## config.mk

```make
export PLATFORM = sky130hd
export DESIGN_NAME = regfile_alu_sequencer
export DESIGN_NICKNAME = d
export VERILOG_FILES = /design/src/rtl/regfile_alu_sequencer.sv
export SDC_FILE = /design/constraint.sdc
export NUM_CORES = 1
export LEC_CHECK = 0
export ABC_AREA = 1
export BUFFER_PORTS_ARGS = -buffer_cell sky130_fd_sc_hd__buf_4
export CAP_MARGIN = 30
export CORE_UTILIZATION = 46
export CTS_CLUSTER_SIZE = 8
export DETAILED_ROUTE_END_ITERATION = 10
export PLACE_DENSITY = 0.83
export SYNTH_ARGS = -nofsm -noshare
export SYNTH_HDL_FRONTEND = slang
export SYNTH_SLANG_ARGS = --single-unit
```

## constraint.sdc

```tcl
create_clock -name clk -period 1.2 [get_ports clk]
set_input_delay 0.24 -clock clk [delete_from_list [all_inputs] [get_ports clk]]
set_output_delay 0.24 -clock clk [all_outputs]
set_load 0.01 [all_outputs]
```

## src/rtl/regfile_alu_sequencer.sv

```systemverilog
`default_nettype none
// +--------------------------------------------------------------------------+
// | regfile_alu_sequencer: multi-cycle controller for RegisterFile + ALU     |
// | Revision: 1.0                                                            |
// +--------------------------------------------------------------------------+
module regfile_alu_sequencer #(
  parameter int DATA_W = 8,
  parameter int ADDR_W = 3,
  parameter int OP_W   = 3
) (
  input  logic              clk,
  input  logic              rst,
  input  logic              cmd_valid,
  output logic              cmd_ready,
  input  logic [1:0]        cmd_kind,
  input  logic [OP_W-1:0]   cmd_op,
  input  logic [ADDR_W-1:0] cmd_rd,
  input  logic [ADDR_W-1:0] cmd_ra,
  input  logic [ADDR_W-1:0] cmd_rb,
  input  logic [DATA_W-1:0] cmd_imm,
  output logic [ADDR_W-1:0] ra1,
  output logic [ADDR_W-1:0] ra2,
  input  logic [DATA_W-1:0] rd1,
  input  logic [DATA_W-1:0] rd2,
  output logic [ADDR_W-1:0] wa3,
  output logic [DATA_W-1:0] wd3,
  output logic              we3,
  output logic [DATA_W-1:0] alu_a,
  output logic [DATA_W-1:0] alu_b,
  output logic [OP_W-1:0]   alu_ctrl,
  input  logic [DATA_W-1:0] alu_result,
  input  logic              alu_zero,
  output logic              busy,
  output logic              done,
  output logic [DATA_W-1:0] result,
  output logic              result_zero
);

  typedef enum logic [2:0] {
    IDLE  = 3'd0,
    READ  = 3'd1,
    EXEC  = 3'd2,
    WRITE = 3'd3,
    DONE  = 3'd4
  } state_t;

  localparam logic [1:0] c_kind_ri  = 2'b01;
  localparam logic [1:0] c_kind_li  = 2'b10;
  localparam logic [1:0] c_kind_cmp = 2'b11;

  state_t              r_state;
  logic [1:0]          r_kind;
  logic [OP_W-1:0]     r_op;
  logic [ADDR_W-1:0]   r_rd;
  logic [DATA_W-1:0]   r_imm;
  logic [DATA_W-1:0]   r_val;
  logic                r_zero;

  // All datapath-facing outputs are registers so they hold outside their own state.
  always_ff @(posedge clk or negedge rst) begin
    if (!rst) begin
      r_state     <= IDLE;
      r_kind      <= '0;
      r_op        <= '0;
      r_rd        <= '0;
      r_imm       <= '0;
      r_val       <= '0;
      r_zero      <= 1'b0;
      cmd_ready   <= 1'b0;
      ra1         <= '0;
      ra2         <= '0;
      wa3         <= '0;
      wd3         <= '0;
      we3         <= 1'b0;
      alu_a       <= '0;
      alu_b       <= '0;
      alu_ctrl    <= '0;
      busy        <= 1'b0;
      done        <= 1'b0;
      result      <= '0;
      result_zero <= 1'b0;
    end else begin
      we3  <= 1'b0;
      done <= 1'b0;
      case (r_state)
        IDLE: begin
          // First cycle out of reset only raises ready; accepting needs ready seen high.
          if (!cmd_ready) begin
            cmd_ready <= 1'b1;
          end else if (cmd_valid) begin
            cmd_ready <= 1'b0;
            busy      <= 1'b1;
            r_kind    <= cmd_kind;
            r_op      <= cmd_op;
            r_rd      <= cmd_rd;
            r_imm     <= cmd_imm;
            if (cmd_kind == c_kind_li) begin
              wa3     <= cmd_rd;
              wd3     <= cmd_imm;
              we3     <= 1'b1;
              r_val   <= cmd_imm;
              r_zero  <= (cmd_imm == '0);
              r_state <= WRITE;
            end else begin
              ra1     <= cmd_ra;
              ra2     <= cmd_rb;
              r_state <= READ;
            end
          end
        end
        READ: begin
          alu_a    <= rd1;
          alu_b    <= (r_kind == c_kind_ri) ? r_imm : rd2;
          alu_ctrl <= r_op;
          r_state  <= EXEC;
        end
        EXEC: begin
          r_val  <= alu_result;
          r_zero <= alu_zero;
          if (r_kind == c_kind_cmp) begin
            done        <= 1'b1;
            result      <= alu_result;
            result_zero <= alu_zero;
            r_state     <= DONE;
          end else begin
            wa3     <= r_rd;
            wd3     <= alu_result;
            we3     <= 1'b1;
            r_state <= WRITE;
          end
        end
        WRITE: begin
          done        <= 1'b1;
          result      <= r_val;
          result_zero <= r_zero;
          r_state     <= DONE;
        end
        DONE: begin
          busy      <= 1'b0;
          cmd_ready <= 1'b1;
          r_state   <= IDLE;
        end
        default: begin
          busy      <= 1'b0;
          cmd_ready <= 1'b0;
          r_state   <= IDLE;
        end
      endcase
    end
  end

endmodule
`default_nettype wire
```

Yosys cells after proc, flatten, opt, wreduce, memory -nomap -nowiden
Index checks and enable logic that the tools add are counted.
- output and inout port bits: 49
- bits of input ports: 50
- logic and storage cells: 84
- RAM bits: 0
- memories kept: 0
- ROM bits: 0
- flip-flop bits (word level): 77
- bits in latches: 0
- equal/unequal tests: 12
- div/mod/pow operators: 0
- bitwise gates (word level): 2
- multiplexer cells: 38
- multipliers: 0
- shifts and indexed selects: 0
- reductions and logical operators: 12
- order comparisons: 0
- add/sub/neg operators: 0
- operator list (operator ; number):
    8-bit 2-to-1 mux ; 6
    8-bit case mux with 2 select lines ; 3
    3-bit 2-to-1 mux ; 7
    1-bit 2-to-1 mux ; 13
    3-bit case mux with 4 select lines ; 1
    2-bit inequality test, second input constant ; 5
    1-bit case mux with 2 select lines ; 5
    8-bit logical NOT ; 1
    4-bit AND reduction ; 2
    3-bit by 2-bit equality test with 1-bit output, second input constant ; 2
    3-bit case mux with 2 select lines ; 1
    3-bit AND reduction ; 2
    5-bit AND reduction ; 1
    2-bit equality test, second input constant ; 2
    2-bit AND reduction ; 2
    2-bit nonzero test ; 2
    3-bit by 1-bit equality test with 1-bit output, second input constant ; 1
    3-bit equality test, second input constant ; 1
    3-bit logical NOT ; 1
    1-bit case mux with 3 select lines ; 1
    3-bit OR reduction ; 1
    2-bit by 1-bit equality test with 1-bit output, second input constant ; 1
    2-bit 2-to-1 mux ; 1
    1-bit NOT ; 2

Depth between registers and ports, before layout
Gate-level depths: netlist (run 1).
- word-level depth: 5
- depth in mapped cells: 8
- gate-level depth less buffers: 7

Worst setup path before layout (run 1)
Ideal clock, no wire load.
- kind: flip-flop to flip-flop
- start point: register cmd_ready
- end point: register r_zero
- clock period less this slack: 1257 ps
- setup slack: -57 ps
- buffers on the path: 1
- setup time: 120 ps
- data required time: 1080 ps
- stages on the path, launching flop included: 8
- arrival time: 1136 ps
- cells stage by stage: dfrtp_1 > nand2_1 > inv_1 > nor2_4 > nor2_4 > buf_6 > nand3_1 > nand2_1
- longest elaborated chain between the ends: 2
- RTL lines (element ; line ; RTL):
    from (decl) ; 14 ; output logic cmd_ready,
    from (signal assigned) ; 69 ; cmd_ready <= 1'b0;
    from (signal assigned) ; 89 ; cmd_ready <= 1'b1;
    from (signal assigned) ; 91 ; cmd_ready <= 1'b0;
    2-bit inequality test (no line) ; n/a ;
    4-bit AND reduction (no line) ; n/a ;
    to (signal assigned) ; 102 ; r_zero <= (cmd_imm == '0);
    to (signal assigned) ; 119 ; r_zero <= alu_zero;
    to (decl) ; 57 ; logic r_zero;
No other way between the ends.
A chain may end at the register's enable or synchronous reset.

Worst setup path after layout (run 1)
- start point: register r_state[2]
- end point: register r_zero
- longest elaborated chain between the ends: 3
- elaborated cells on any way between the ends: 8
- those cells by class: eq/ne: 4; mux: 1; reduce/logical: 3
- RTL lines (element ; line ; RTL):
    from (decl) ; 51 ; state_t r_state;
    from (signal assigned) ; 62 ; r_state <= IDLE;
    from (signal assigned) ; 103 ; r_state <= WRITE;
    from (signal assigned) ; 107 ; r_state <= READ;
    3-bit by 2-bit equality test with 1-bit output or 3-bit logical NOT (tied branches) ; 85 ; case (r_state)
    2-bit nonzero test (no line) or 2-bit inequality test (tied branches) ; n/a ;
    4-bit AND reduction (no line) ; n/a ;
Several ways; a longest one is shown, not always the timed one.

==> results.toml, run 1 <==
[outcome]
status = "finished, violations left"
violations = "setup timing"

[drt]
ant_nets = 0
drc = 0
avgViaCountPerCell = 5.13
wire_per_inst_um = 15.3
drt_iter0_drc = 198
num_vias = 3291
drtPass1Iterations = 4
postRouteWirelength_um = 9830

[yosys]
synthArstFlopShare_pct = 100
synth_cell_types = 21
yosys-top-cells-count = "nand2_1, dfrtp_1, o21ai_0"
synth-seq-area-share_pct = 57.2
yosysTopAreaCell = "dfrtp_1"
synth_edf_count = 0
synthesis.area_um2 = 3370
ys_ff_latch = 77
yosysMostFrequentCell = "nand2_1"
yosysTopAreaCellShare_pct = 57.2
yosys_warnings = 0
syn_inst = 407
ys_top_cells_by_area = "dfrtp_1, nand2_1, o21ai_0, nand3_1, inv_1"
synth_nets = 457
syn_area_per_cell_um2 = 8.28
synthFlopType = "dfrtp_1"

[sta]
setup_violations = 67
worstMarginPinSlew_ns = 0.429
slew_headroom_pct = 71.3
slew_violations = 0
layout_setup_ws_ns = -0.293
finClkSkew_ns = 0.00726
fin_tns_setup_ns = -9.78
finalCritPeriodShare_pct = 124
rsz0062_at_grt = "true"
timing.final.crit_period_ns = 1.49
max_freq_ghz = 0.670
hold_viol = 0

[placed_design]
dpl_cell_area_um2 = 4380
io_buffers = 98
dp_hpwl_um = 6320
place_congestion = 0.827

[critical_path]
end_kind = "register"
cp.depth = 8
crit_path_frequent_cell = "buf_4"
ff2ff_path_depth = 8
crit_family = "buffers and inverters"
reg2reg_from = "r_state[2]"
startpoint_type = "register"
cp_data_required_time_ns = 1.43
path_cells = "inv_2, nand2_4, buf_12, nor2_4, buf_4, buf_4, o21ai_0, nand2_1"
rrSetupSlack_ns = -0.29
max_stage_delay_ns = 0.41
worstPathMaxFanout = 5
startpoint = "r_state[2]"
worstPathArrival_ns = 1.72
critPathBufInv = 4
path_class = "register to register"
slowest_stage = "dfrtp_1"

[run]
maxCapViolations = 0

[power_and_ir_drop]
power.density_nw_per_um2 = 2730
leakage_nw = 2.74
ir_worst_vdd_v = 0.00145

[global_routing]
antenna_found_initial = 0
grt_first_pass_wirelength_um = 13800
grt_pass1_vias = 2937
grt_max_degree = 78
grt_usage_pct = 24.1
overflow = 0

[clock_network]
cts_tree = "built"
cts_buffer_depth = 2
cts_root_buffer = "clkbuf_8"
clock_latency_ns = 0.35
htree_num_levels = 3
clkSinkCount = 77
cts.reportedPaths.clkPinSlew_ns = 0.08
cts_inserted_buffers = 9

[floorplan]
die_area_um2 = 7670
io_pins = 99
core_area_um2 = 6940
die_y_um = 87.6
num_rows = 30
initial_core_util_pct = 48.5
die_w_um = 87.6

[finish]
drive_above_1_share_pct = 42.0
syn_to_final_growth_pct = 53.9
fin_nets = 591
stdcell_area_um2 = 5190
diodes = 0
utilization_pct = 74.7

[worst_hold_path]
hold_depth = 3
hold_class = "input port to register"
hold_path.startpoint = "rd1[1]"
==> stage by stage <==
stage	hold WS [ns]	total power (W)	instances	setup slack, ns
finish	0.0758	0.0142	641	-0.293
CTS	0.0651	0.0128	625	-0.132
floorplan	-0.0556	0.00767	407	-0.00484
global route	0.0650	0.0151	641	-0.362
global placement	0.288	0.0101	605	-0.0711
detailed placement	0.292	0.0104	605	-0.133
==> state kept, by name, summed over array words and instances (netlist names), 3 cells and up <==
register	flops
ra2	3
alu_a	8
alu_ctrl	3
r_state	3
ra1	3
wa3	3
alu_b	8
r_imm	8
r_rd	3
r_op	3
wd3	8
result	8
r_val	8
==> placed cells by master (no fill, tap or decap), types with 5 or more instances in the layout <==
master    instances
nand2_1         159
buf_4           112
dfrtp_1          75
o21ai_0          25
nand2_2          22
inv_1            16
nand3_2          16
o21ai_1          14
nor2_1           14
buf_6            11
nand3_1          10
buf_12           10
clkbuf_8          9
nand2_4           8
nor2_4            5
o21ai_2           5
==> layout make-up <==
class / instances / area (µm²)
timing repair inverter: 1 / 7.51
multi-input combinational: 292 / 1580
sequential: 77 / 1930
fill: 462 / 1760
clock inverter: 6 / 88.8
inverter: 23 / 98.8
tap: 96 / 120
timing repair buffer: 137 / 1240
clock buffer: 9 / 124
==> power by group <==
part	leakage, nW	switching [W]	total (W)	internal [W]
logic	1.68	0.00389	0.00741	0.00352
clock network	0.101	0.000963	0.00212	0.00116
registers	0.956	0.000777	0.00463	0.00385
total	2.74	0.00563	0.0142	0.00852
==> path summary, 6_finish.rpt <==
kind / to
worst max-delay path: r_zero
worst min-delay path: alu_a[1]
worst max register to register: r_zero
worst min register to register: alu_ctrl[0]
max in group asynchronous: r_state[1]
min in group asynchronous: alu_b[3]
==> worst min-delay path, cell delays in order <==
cell and delay (ns):
buf_4 0.07, nand2_1 0.04, nand2_1 0.04
==> repair_timing <==
item	4_1_cts	5_1_grt
gates resized for setup	27	87
setup endpoints to repair	61	77
hold buffers	1	0
pin swaps	8	23
cloned	1	4
setup buffers	3	12
endpoints found under the hold margin	77	0
==> cell families after synthesis <==
logic type	count (synthesis)	synth area share (%)
buffers and inverters	39	5.38
AO/OA/AOI/OAI	48	7.24
flip-flops	77	57.2
AND/OR/NAND/NOR	243	30.2
==> routing by layer <==
metal / up-vias / track usage (%) / wire (µm)
li1: 1552 / - / -
met1: 1595 / 30.0 / 3780
met2: 128 / 41.4 / 5260
met3: 16 / 4.62 / 613
met4: 0 / 9.69 / 177
met5: - / 0 / 0
Power figures use the tool's default switching activity.
==> run 2: changes to the inputs <==
--- a/config.mk
+++ b/config.mk
@@ -5,13 +5,12 @@
 export SDC_FILE = /design/constraint.sdc
 export NUM_CORES = 1
 export LEC_CHECK = 0
-export ABC_AREA = 1
 export BUFFER_PORTS_ARGS = -buffer_cell sky130_fd_sc_hd__buf_4
 export CAP_MARGIN = 30
-export CORE_UTILIZATION = 46
+export CORE_UTILIZATION = 47
 export CTS_CLUSTER_SIZE = 8
 export DETAILED_ROUTE_END_ITERATION = 10
-export PLACE_DENSITY = 0.83
+export PLACE_DENSITY = 0.84
 export SYNTH_ARGS = -nofsm -noshare
 export SYNTH_HDL_FRONTEND = slang
 export SYNTH_SLANG_ARGS = --single-unit
==> constraint.sdc (replaced) <==
create_clock -name clk -period 1.2 [get_ports clk]
set_input_delay 0.18 -clock clk [delete_from_list [all_inputs] [get_ports clk]]
set_output_delay 0.18 -clock clk [all_outputs]
set_load 0.01 [all_outputs]
==> run 2 against run 1 <==
  * The run still ends with setup timing left
  * Global-route usage up 2.0 points
  * Clock power down 14%
  * Via count down 21%
  * Total power up 17%
==> results.toml, run 2 <==
[sta]
worstMarginPinSlew_ns = 0.398
finClkSkew_ns = 0.0141
finalCritPeriodShare_pct = 140
max_freq_ghz = 0.595
rsz0062_at_grt = "true"
fin_tns_setup_ns = -28.65
layout_setup_ws_ns = -0.482
setup_violations = 76
slew_headroom_pct = 73.1
timing.final.crit_period_ns = 1.68
hold_viol = 0
slew_violations = 0

[yosys]
yosys_warnings = 0
yosys-top-cells-count = "dfrtp_1, mux2_2, mux2_4"
synthArstFlopShare_pct = 100
synth_edf_count = 0
syn_inst = 227
synthesis.area_um2 = 3450
synth-seq-area-share_pct = 55.9
ys_top_cells_by_area = "dfrtp_1, mux2_2, mux2_4, mux2i_1, a21oi_1"
ys_ff_latch = 77
yosysTopAreaCellShare_pct = 55.9
syn_area_per_cell_um2 = 15.2
synth_cell_types = 38
yosysTopAreaCell = "dfrtp_1"
synthFlopType = "dfrtp_1"
synth_nets = 277
yosysMostFrequentCell = "dfrtp_1"

[finish]
multiInputGateArea_um2 = 1790
final_cell_mix = "buf_4, dfrtp_1, mux2_4"
fin_nets = 434
regArea_um2 = 1930
fillers = 407
layout_commonest_cell = "buf_4"
stdcell_area_um2 = 5420
drive_above_1_share_pct = 75.3
syn_to_final_growth_pct = 57.2
diodes = 0

[critical_path]
end_kind = "register"
worstPathMaxFanout = 5
rrSetupSlack_ns = -0.48
cp_data_required_time_ns = 1.42
path_class = "register to register"
worstPathArrival_ns = 1.90
startpoint_type = "register"

[global_routing]
grt_pass1_vias = 2825
grt_usage_pct = 26.1
overflow = 0
antenna_found_initial = 0
grt_first_pass_wirelength_um = 14800
grt_max_degree = 51

[floorplan]
die_w_um = 87.7
die_area_um2 = 7690
io_pins = 99
die_y_um = 87.7
num_rows = 30
initial_core_util_pct = 49.7
core_area_um2 = 6940

[drt]
avgViaCountPerCell = 5.39
drc = 0
num_vias = 2614
ant_nets = 0
wire_per_inst_um = 20.8
drt_iter0_drc = 80
drtPass1Iterations = 4
postRouteWirelength_um = 10100

[run]
maxCapViolations = 0

[power_and_ir_drop]
power.density_nw_per_um2 = 3050
ir_worst_vdd_v = 0.00173
leakage_nw = 2.55

[placed_design]
place_congestion = 0.886
dp_hpwl_um = 5720
dpl_cell_area_um2 = 4620
io_buffers = 98

[clock_network]
clkSinkCount = 77
cts_buffer_depth = 2
htree_num_levels = 3
cts.reportedPaths.clkPinSlew_ns = 0.09
cts_root_buffer = "clkbuf_8"
cts_tree = "built"
cts_inserted_buffers = 9
clock_latency_ns = 0.34

[outcome]
status = "finished, violations left"
violations = "setup timing"

[worst_hold_path]
hold_class = "input port to register"
[run 2: cell families (layout without fill, tap and decap cells)]
kind of cell,count (synthesis),count (layout),share of synthesized area [%]
AND/OR/NAND/NOR,32,35,6.71
AO/OA/AOI/OAI,16,16,3.48
buffers and inverters,12,171,2.94
multiplexers,90,90,31.0
flip-flops,77,77,55.9
[run 2: what timing repair did]
item	4_1_cts	5_1_grt
gates cloned	6	0
hold endpoints to repair	77	0
pin swaps	7	7
hold buffers	1	0
endpoints found under the setup margin	77	78
buffers inserted	21	4
resized for setup	54	29
[run 2: final timing paths]
path | start | end | depth (start not counted)
min in group asynchronous | rst | alu_b[3] | 3
max in group asynchronous | rst | r_state[0] | 3
setup / recovery | r_state[2] | wd3[2] | 5
setup reg to reg | r_state[2] | wd3[2] | 5
hold reg to reg | ra1[1] | ra1[1] | 1
hold / removal | cmd_ra[0] | ra1[0] | 2
[run 2: per-stage QoR]
| stage | setup slack (ns) | std cells | power, W | hold WS, ns | utilization (%) |
|---|---|---|---|---|---|
| 3_3_place_gp | -0.381 | 441 | 0.0118 | 0.146 | 66.5 |
| 4_1_cts | -0.436 | 484 | 0.0159 | 0.0585 | 76.9 |
| 6_report | -0.482 | 485 | 0.0166 | 0.0627 | 78.1 |
| 3_5_place_dp | -0.437 | 441 | 0.0122 | 0.147 | 66.5 |
| 5_1_grt | -0.515 | 485 | 0.0173 | 0.0606 | 78.1 |
| 2_1_floorplan | -0.427 | 227 | 0.00936 | -0.116 | - |
[run 2: final cells by class]
cell class / instances / share of cell area [%]
clock buffers: 11 / 2.79
clock inverters: 5 / 0.623
inverters: 2 / 0.231
multi-input cells: 141 / 33.1
flip-flops and latches: 77 / 35.6
well taps: 96 / 2.22
repair buffers: 153 / 25.4
[run 2: critical path: stages, from the launching register on]
cell	delay (ns)
dfrtp_2	0.46
nor3b_4	0.26
buf_4	0.19
o2bb2ai_4	0.13
buf_4	0.17
mux2_2	0.33
[run 2: routing by layer]
metal | wire [µm] | share of wire [%] | global-route usage (%)
met4 | 295 | 2.9 | 11.5
met1 | 3920 | 39 | 30.8
met2 | 5350 | 53 | 46.7
met5 | 0 | 0 | 0
met3 | 525 | 5.2 | 4.34
[run 2: power breakdown]
part           internal [W]  total, W  switching (W)
sequential          0.00396   0.00496        0.00100
combinational       0.00590   0.00976        0.00386
clock              0.000865   0.00183       0.000964
total                0.0107    0.0166        0.00583
